`config.mk`:
```
export PLATFORM = sky130hd
export DESIGN_NAME = serial_pad_scanner
export DESIGN_NICKNAME = d
export VERILOG_FILES = /design/src/rtl/serial_pad_scanner.sv
export SDC_FILE = /design/constraint.sdc
export NUM_CORES = 1
export LEC_CHECK = 0
export ABC_AREA = 1
export BUFFER_PORTS_ARGS = -buffer_cell sky130_fd_sc_hd__buf_2
export CORE_ASPECT_RATIO = 0.6
export CORE_MARGIN = 5
export CORE_UTILIZATION = 40
export CTS_CLUSTER_SIZE = 14
export DETAILED_ROUTE_END_ITERATION = 16
export PLACE_DENSITY = 0.64
export SKIP_CTS_REPAIR_TIMING = 1
export SLEW_MARGIN = 10
export SYNTH_ARGS = -nofsm -noshare
export SYNTH_HDL_FRONTEND = slang
export SYNTH_SLANG_ARGS = --single-unit
```
`constraint.sdc`:
```
create_clock -name clk -period 2 [get_ports clk]
set_input_delay 0.3 -clock clk [delete_from_list [all_inputs] [get_ports clk]]
set_output_delay 0.3 -clock clk [all_outputs]
set_load 0.05 [all_outputs]
```
`src/rtl/serial_pad_scanner.sv`:
```
// serial_pad_scanner
//   Polls a daisy-chained string of shift-register game pads over a
//   three-wire serial link (load strobe, shift clock, data) and presents a
//   debounced, active-high button vector.
//
//   Parameters
//     NUM_PLAYERS     pads on the chain (1-4)
//     BITS_PER_PLAYER button bits per pad (1-16)
//     CLK_DIV         clk cycles per serial half-period (>= 2)
//     DEBOUNCE        identical consecutive scans required before a new
//                     button vector is accepted (1-7, 1 = unfiltered)
//
//   Ports
//     clk       in   system clock
//     reset_n   in   asynchronous active-low reset
//     enable    in   run scans back-to-back while high
//     joy_data  in   serial data from the pad chain, 0 = pressed
//     joy_clk   out  registered serial shift clock
//     joy_load  out  registered parallel-load strobe, active-high
//     joystick  out  debounced buttons, player p at [p*BITS_PER_PLAYER +: BITS_PER_PLAYER]
//     valid     out  one-clk pulse at the end of every completed scan
//     changed   out  one-clk pulse when joystick takes a new value
module serial_pad_scanner #(
  parameter int NUM_PLAYERS     = 2,
  parameter int BITS_PER_PLAYER = 12,
  parameter int CLK_DIV         = 24,
  parameter int DEBOUNCE        = 2
) (
  input  logic                                   clk,
  input  logic                                   reset_n,
  input  logic                                   enable,
  input  logic                                   joy_data,
  output logic                                   joy_clk,
  output logic                                   joy_load,
  output logic [NUM_PLAYERS*BITS_PER_PLAYER-1:0] joystick,
  output logic                                   valid,
  output logic                                   changed
);

  localparam int TOTAL = NUM_PLAYERS * BITS_PER_PLAYER;
  localparam int DIV_W = $clog2(CLK_DIV);
  localparam int BIT_W = (TOTAL > 1) ? $clog2(TOTAL) : 1;
  localparam int STB_W = 3;

  localparam logic [DIV_W-1:0] DIV_LAST = DIV_W'(CLK_DIV - 1);
  localparam logic [BIT_W-1:0] BIT_LAST = BIT_W'(TOTAL - 1);
  localparam logic [STB_W-1:0] STB_MAX  = STB_W'(DEBOUNCE);

  typedef enum logic [2:0] {
    IDLE     = 3'd0,
    LOAD     = 3'd1,
    SHIFT_LO = 3'd2,
    SHIFT_HI = 3'd3,
    UPDATE   = 3'd4
  } state_t;

  state_t             state_q,     state_d;
  logic [DIV_W-1:0]   div_q,       div_d;
  logic               load_half_q, load_half_d;
  logic [BIT_W-1:0]   bit_cnt_q,   bit_cnt_d;
  logic [TOTAL-1:0]   raw_q,       raw_d;
  logic [TOTAL-1:0]   prev_raw_q,  prev_raw_d;
  logic [STB_W-1:0]   stable_q,    stable_d;
  logic [TOTAL-1:0]   joystick_q,  joystick_d;
  logic               valid_q,     valid_d;
  logic               changed_q,   changed_d;
  logic               joy_clk_q,   joy_clk_d;
  logic               joy_load_q,  joy_load_d;
  logic [1:0]         rst_sync_q,  rst_sync_d;
  logic [1:0]         data_sync_q, data_sync_d;

  logic tick;
  logic run_ok;

  // Reset release is re-timed through two flops so the FSM never leaves
  // IDLE on a clock edge that races the deassertion of reset_n.
  assign rst_sync_d = {rst_sync_q[0], 1'b1};
  assign run_ok     = rst_sync_q[1];

  // joy_data comes from off-chip; two flops guard against metastability.
  // The pad updates its output on the rising joy_clk at the start of the
  // preceding high phase, so the two-cycle delay still lands inside the
  // stable window for any CLK_DIV >= 2.
  assign data_sync_d = {data_sync_q[0], joy_data};

  assign tick = (div_q == DIV_LAST);

  always_comb begin
    state_d     = state_q;
    div_d       = '0;
    load_half_d = load_half_q;
    bit_cnt_d   = bit_cnt_q;
    raw_d       = raw_q;
    prev_raw_d  = prev_raw_q;
    stable_d    = stable_q;
    joystick_d  = joystick_q;
    valid_d     = 1'b0;
    changed_d   = 1'b0;

    // Divider free-runs in the serial phases; IDLE and UPDATE hold it at 0
    // so every LOAD starts from a cleared divider.
    if (state_q == LOAD || state_q == SHIFT_LO || state_q == SHIFT_HI) begin
      div_d = tick ? '0 : div_q + 1'b1;
    end

    case (state_q)
      IDLE: begin
        if (enable && run_ok) begin
          state_d     = LOAD;
          load_half_d = 1'b0;
        end
      end

      LOAD: begin
        if (tick) begin
          if (load_half_q) begin
            state_d     = SHIFT_LO;
            bit_cnt_d   = '0;
            load_half_d = 1'b0;
          end else begin
            load_half_d = 1'b1;
          end
        end
      end

      SHIFT_LO: begin
        if (tick) begin
          raw_d[bit_cnt_q] = ~data_sync_q[1];
          state_d          = SHIFT_HI;
        end
      end

      SHIFT_HI: begin
        if (tick) begin
          if (bit_cnt_q == BIT_LAST) begin
            // raw is complete here (last bit captured at the end of the
            // previous low phase), so the scan is judged on the edge into
            // UPDATE and its results are visible for the whole UPDATE clk.
            state_d    = UPDATE;
            valid_d    = 1'b1;
            prev_raw_d = raw_q;
            if (raw_q == prev_raw_q) begin
              stable_d = (stable_q >= STB_MAX) ? STB_MAX : stable_q + 1'b1;
            end else begin
              stable_d = STB_W'(1);
            end
            if (stable_d >= STB_MAX && raw_q != joystick_q) begin
              joystick_d = raw_q;
              changed_d  = 1'b1;
            end
          end else begin
            bit_cnt_d = bit_cnt_q + 1'b1;
            state_d   = SHIFT_LO;
          end
        end
      end

      UPDATE: begin
        state_d = enable ? LOAD : IDLE;
      end

      default: begin
        state_d = IDLE;
      end
    endcase

    // Pad strobes are decoded from the next state and registered, so they
    // are glitch-free and line up exactly with the state they belong to.
    joy_load_d = (state_d == LOAD);
    joy_clk_d  = (state_d == SHIFT_HI);
  end

  always_ff @(posedge clk or negedge reset_n) begin
    if (!reset_n) begin
      state_q     <= IDLE;
      div_q       <= '0;
      load_half_q <= 1'b0;
      bit_cnt_q   <= '0;
      raw_q       <= '0;
      prev_raw_q  <= '0;
      stable_q    <= '0;
      joystick_q  <= '0;
      valid_q     <= 1'b0;
      changed_q   <= 1'b0;
      joy_clk_q   <= 1'b0;
      joy_load_q  <= 1'b0;
      rst_sync_q  <= 2'b00;
      data_sync_q <= 2'b11;
    end else begin
      state_q     <= state_d;
      div_q       <= div_d;
      load_half_q <= load_half_d;
      bit_cnt_q   <= bit_cnt_d;
      raw_q       <= raw_d;
      prev_raw_q  <= prev_raw_d;
      stable_q    <= stable_d;
      joystick_q  <= joystick_d;
      valid_q     <= valid_d;
      changed_q   <= changed_d;
      joy_clk_q   <= joy_clk_d;
      joy_load_q  <= joy_load_d;
      rst_sync_q  <= rst_sync_d;
      data_sync_q <= data_sync_d;
    end
  end

  assign joy_clk  = joy_clk_q;
  assign joy_load = joy_load_q;
  assign joystick = joystick_q;
  assign valid    = valid_q;
  assign changed  = changed_q;

endmodule

```
Word level (Yosys, flattened, before mapping)
Cells that the tools add are included.
W data, S select, Z words.
Operators by class
  add/sub/neg operators: 3
  magnitude comparators: 4
  eq/ne operators: 15
  muxes and demuxes: 34
  bitwise operators: 1
  reductions and logical operators: 13
Operators with widths (number)
  $mux W3: 11
  $mux W5: 6
  $bwmux W24: 1
  $eq A24 B24 Y1: 1
  $ne A24 B24 Y1: 1
  $pmux W3 S5: 1
  $mux W1: 12
  $add A5 B1 Y5 const B: 2
  $eq A5 B5 Y1 const B: 2
  $ne A2 B2 Y1 const B: 5
  $pmux W5 S2: 1
  $eq A3 B2 Y1 const B: 3
  $eq A3 B1 Y1 const B: 2
  $ge A3 B2 Y1 const B: 2
  $lt A5 B6 Y1 const B: 1
  $reduce_and A3 Y1: 2
  $demux W1 S5: 1
  $ge A5 B1 Y1 const B: 1
  $reduce_and A5 Y1: 1
  $reduce_and A4 Y1: 1
  $reduce_bool A2 Y1: 2
  $add A3 B1 Y3 const B: 1
  $eq A3 B3 Y1 const B: 1
  $logic_and A1 B1 Y1: 3
  other kinds (5): 6
Word-level totals
  bits in registers: 97
  input port bits: 4
  output and inout port bits: 28
  logic and storage cells: 84

Longest topological paths before layout
  depth after elaboration: 12
  gate-level depth with buffers: 13
  depth with buffers taken out: 12

Worst setup path after synthesis
Ideal clock, no wire load.
  path type: flip-flop to flip-flop
  start: register joystick_q[8] (netlist: joystick[8])
  end: register joystick_q[14] (netlist: joystick[14])
  setup time: 119 ps
  arrival: 1675 ps
  required time: 1881 ps
  path slack: 205 ps
  stages on the path, launching flop included: 13
  cell sequence: dfrtp_1 > inv_1 > nand2_1 > nand2_1 > nor2_1 > nand2_1 > nor2_1 > nand3_1 > nand2_1 > clkinv_1 > buf_2 > nand3_1 > nand2_1
Between the ends
  longest elaborated chain between the ends: 3
RTL lines
  start, declared: RTL line 64  | logic [TOTAL-1:0] joystick_q, joystick_d;
  start signal, assigned: RTL line 197  | joystick_q <= joystick_d;
  $ne A24 B24 Y1: RTL line 147  | if (stable_d >= STB_MAX && raw_q != joystick_q) begin
  $logic_and A1 B1 Y1: RTL line 147
  $reduce_and A4 Y1 (no line)
No other way between the ends.
A chain may end at the register's enable or synchronous reset.

Final worst setup path
  start: register raw_q[4]
  end: register joystick_q[15] (netlist: joystick[15])
Between the ends
  longest elaborated chain between the ends: 8
  elaborated cells between the ends (all ways): 9
RTL lines
  start, declared: RTL line 61  | logic [TOTAL-1:0] raw_q, raw_d;
  start signal, assigned: RTL line 194  | raw_q <= raw_d;
  $eq A24 B24 Y1: RTL line 142  | if (raw_q == prev_raw_q) begin
  $mux W3: RTL line 142
  $mux W3: RTL line 135  | if (bit_cnt_q == BIT_LAST) begin
  $mux W3: RTL line 134  | if (tick) begin
  $mux W3: RTL line 106  | case (state_q)
  $ge A3 B2 Y1: RTL line 147
  $logic_and A1 B1 Y1 (*): RTL line 147
  $reduce_and A4 Y1 (no line) (*)
Every way passes the cells marked *; elsewhere a longest branch is shown, timed or not. The select of a mux whose other input is x is not followed.

==> impl_metrics.env <==
export IMPL_design_core_area_mm2=0.01191
export IMPL_layout_min_cycle_time_ns=1.909
export IMPL_antenna_found_initial=0
export IMPL_drt_total_wl_um=11870
export IMPL_hpwl_um=7894
export IMPL_grt_pass1_vias=3699
export IMPL_die_area_mm2=0.01440
export IMPL_power_leakage_nw=3.015
export IMPL_cts_tree="done"
export IMPL_clockRootBuffer="clkbuf_16"
export IMPL_end_kind="register"
export IMPL_die_w_um=151.6
export IMPL_p_clk_share_pct=50.0
export IMPL_p_switching_uw=838.3
export IMPL_critPathArrivalTime_ns=2.20
export IMPL_num_antenna_cells=0
export IMPL_grt_start_max_net_pins=38
export IMPL_rr_endpoint="joystick[15]"
export IMPL_drt_iter0_drc=306
export IMPL_syn_nets=639
export IMPL_synthTopCellsByArea="dfrtp_1, nand2_1, inv_1"
export IMPL_wl_per_cell_um=13.85
export IMPL_clock_skew_ns=0.01107
export IMPL_reg2reg_depth=12
export IMPL_ys_seq_area_share_pct=50.47
export IMPL_p_per_area_mw_per_mm2=694.2
export IMPL_worstMarginPinSlew_ns=0.5497
export IMPL_switching_share_pct=20.69
export IMPL_die_y_um=94.98
export IMPL_required_ns=2.29
export IMPL_start_kind="register"
export IMPL_finalHoldWorstSlack_ns=0.04945
export IMPL_p_int_mw=3.214
export IMPL_synthCells=628
export IMPL_vias=4097
export IMPL_slew_headroom_pct=63.07
export IMPL_post_route_period_util_pct=95.44
export IMPL_hold_class="input pin to register"
export IMPL_yosys_warnings=0
export IMPL_slew_viol_final=0
export IMPL_ios=32
export IMPL_drive_gt1_share_pct=18.21
export IMPL_start_util_pct=40.43
export IMPL_min_delay_start="joy_data"
export IMPL_std_cell_rows=31
export IMPL_hold_path_cell_count=1
export IMPL_hold_viol_final=0
export IMPL_min_to="data_sync_q[0]"
export IMPL_regToRegSetupSlack_ns=0.09
export IMPL_critPathMaxFanout=13
export IMPL_fmax_mhz=523.9
export IMPL_numPortBuffers=31
export IMPL_worstSkewPairLatency_ns=0.35
export IMPL_drv_cap=0
export IMPL_area_growth_pct=21.23
export IMPL_crit_path_top_delay_cell="dfrtp_2"
export IMPL_netlist_area_mm2=0.004815
export IMPL_gr_total_overflow=0
export IMPL_pwr_share_seq_pct=48.7
export IMPL_htree_num_levels=3
export IMPL_antenna_left=0
export IMPL_cts_sink_count=97
export IMPL_setup_viol=0
export IMPL_clkTransAtPathRegs_ns=0.07
export IMPL_layout_commonest_cell="nand2_1"
export IMPL_detail_route_vias_per_cell=4.781
export IMPL_totalPowerFinal_mw=4.052
export IMPL_crit_type="register to register"
export IMPL_synthDominantCellAreaShare_pct=49.38
export IMPL_cp_cell_sequence="buf_4 -> xor2_1 -> nor2_1 -> nand2_1 -> nor2_1 -> nand3_1 -> nand2_1 -> clkinvlp_4 -> buf_4 -> nand2_8 -> nand2_1 -> nand2_1"
export IMPL_cpMostUsedCell="nand2_1"
export IMPL_cts_path_max_buffers=2
export IMPL_gp_congestion=0.8755
export IMPL_gr_usage_all_layers_pct=16.70
export IMPL_yosysUniqueCellTypes=27
export IMPL_layout_common_cells="nand2_1, dfrtp_1, inv_1"
export IMPL_ys_ff_latch=97
export IMPL_drtPass1Iterations=6
export IMPL_avgSynthCellArea_um2=7.667
export IMPL_status="completed"
export IMPL_vdd_drop_max_mv=0.3619
export IMPL_netlist_top_cell_by_area="dfrtp_1"
export IMPL_critPathMaxStageDelay_ns=0.44
export IMPL_final_nets=698
export IMPL_comb_power_share_pct=1.3
export IMPL_route_detailed_drc=0
export IMPL_grt_pass1_wl_um=18470
export IMPL_rr_startpoint="raw_q[4]"
export IMPL_cts_made_buffers=9
layer usage:
| metal | track usage [%] | vias up | share of wire, % |
|---|---|---|---|
| li1 | - | 2073 | - |
| met1 | 24.12 | 1901 | 49 |
| met2 | 24.82 | 109 | 43 |
| met3 | 4.556 | 14 | 6.6 |
| met4 | 4.260 | 0 | 1.2 |
| met5 | 0 | - | 0 |
cells by family (layout without fill, tap and decap cells):
| kind of cell | after synthesis | after routing | share of synthesized area (%) |
|---|---|---|---|
| compound gates | 71 | 71 | 8.030 |
| xor+xnor | 16 | 16 | 2.911 |
| fa+ha+maj | 7 | 7 | 1.819 |
| buf+inv | 100 | 163 | 8.550 |
| flops | 97 | 97 | 50.47 |
| other cells | 1 | 1 | 0.07789 |
| simple gates | 336 | 337 | 28.14 |
synth_stat cells:
cell and instances:
conb_1 1, nand2_1 224, xor2_1 16, nand3_2 1, o22ai_1 1, inv_1 73
clkbuf_1 3, nor3b_1 1, a21oi_4 1, dfstp_2 2, o21ai_0 50, nand2_4 1
ha_1 7, buf_6 2, inv_2 9, nor2_2 1, clkinv_1 2, a31oi_1 5
nor2_1 49, dfrtp_1 95, buf_4 3, o31ai_1 3, a21oi_1 9, a211oi_1 2
nor3_1 8, buf_2 8, nand3_1 51
worst max path at each step:
| stage | from | end | slack (ns) | depth (start not counted) |
|---|---|---|---|---|
| finish | raw_q[4] | joystick[15] | 0.09 | 12 |
| global route | raw_q[4] | joystick[21] | -0.02 | 11 |
| CTS | raw_q[5] | joystick[4] | -0.004 | 11 |
| detailed placement | raw_q[6] | joystick[4] | 0.08 | 11 |
| global placement | raw_q[20] | joystick[21] | 0.05 | 10 |
| floorplan | joystick[8] | joystick[14] | 0.21 | 12 |
worst max-delay path: cells and delay by family (launching register included):
| family | cells | cell delay [ns] |
|---|---|---|
| XOR/XNOR | 1 | 0.15 |
| AND/OR/NAND/NOR | 8 | 0.84 |
| flip-flops | 1 | 0.44 |
| buffers and inverters | 3 | 0.41 |
power by group through the flow:
| stage | Sequential, mW | Clock (mW) | Combinational, mW |
|---|---|---|---|
| floorplan | 2.01 | 0 | 0.00473 |
| global placement | 2.01 | 0 | 0.0560 |
| detailed placement | 2.01 | 0 | 0.0563 |
| CTS | 1.97 | 2.07 | 0.0566 |
| global route | 1.97 | 2.13 | 0.0643 |
| finish | 1.97 | 2.02 | 0.0544 |
stage by stage:
step	TNS [ns]	area, µm²	utilization [%]	cells	setup slack (ns)
2_1_floorplan	0	4815	-	628	0.2051
3_3_place_gp	0	5250	44.09	827	0.04733
3_5_place_dp	0	5250	44.09	827	0.08354
4_1_cts	-0.004120	5599	47.02	843	-0.004120
5_1_grt	-0.04987	5837	49.02	857	-0.02267
6_report	0	5837	49.02	857	0.09110
registers in the layout, indices dropped and copies added, names as in the netlist:
register	cells
joystick	24
prev_raw_q	24
raw_q	24
bit_cnt_q	5
div_q	5
stable_q	3
state_q	3
data_sync_q	2
rst_sync_q	2
changed	1
joy_clk	1
joy_load	1
load_half_q	1
valid	1
final cells by class:
type,count,area [µm²]
sequential,97,2454
multi-input combinational,432,2034
timing repair buffer,63,474.2
inverter,84,319.1
clock buffer,9,225.2
tap,165,206.4
fill,1150,6071
clock inverter,7,123.9
Note: power is estimated with default switching activity, not from simulation.
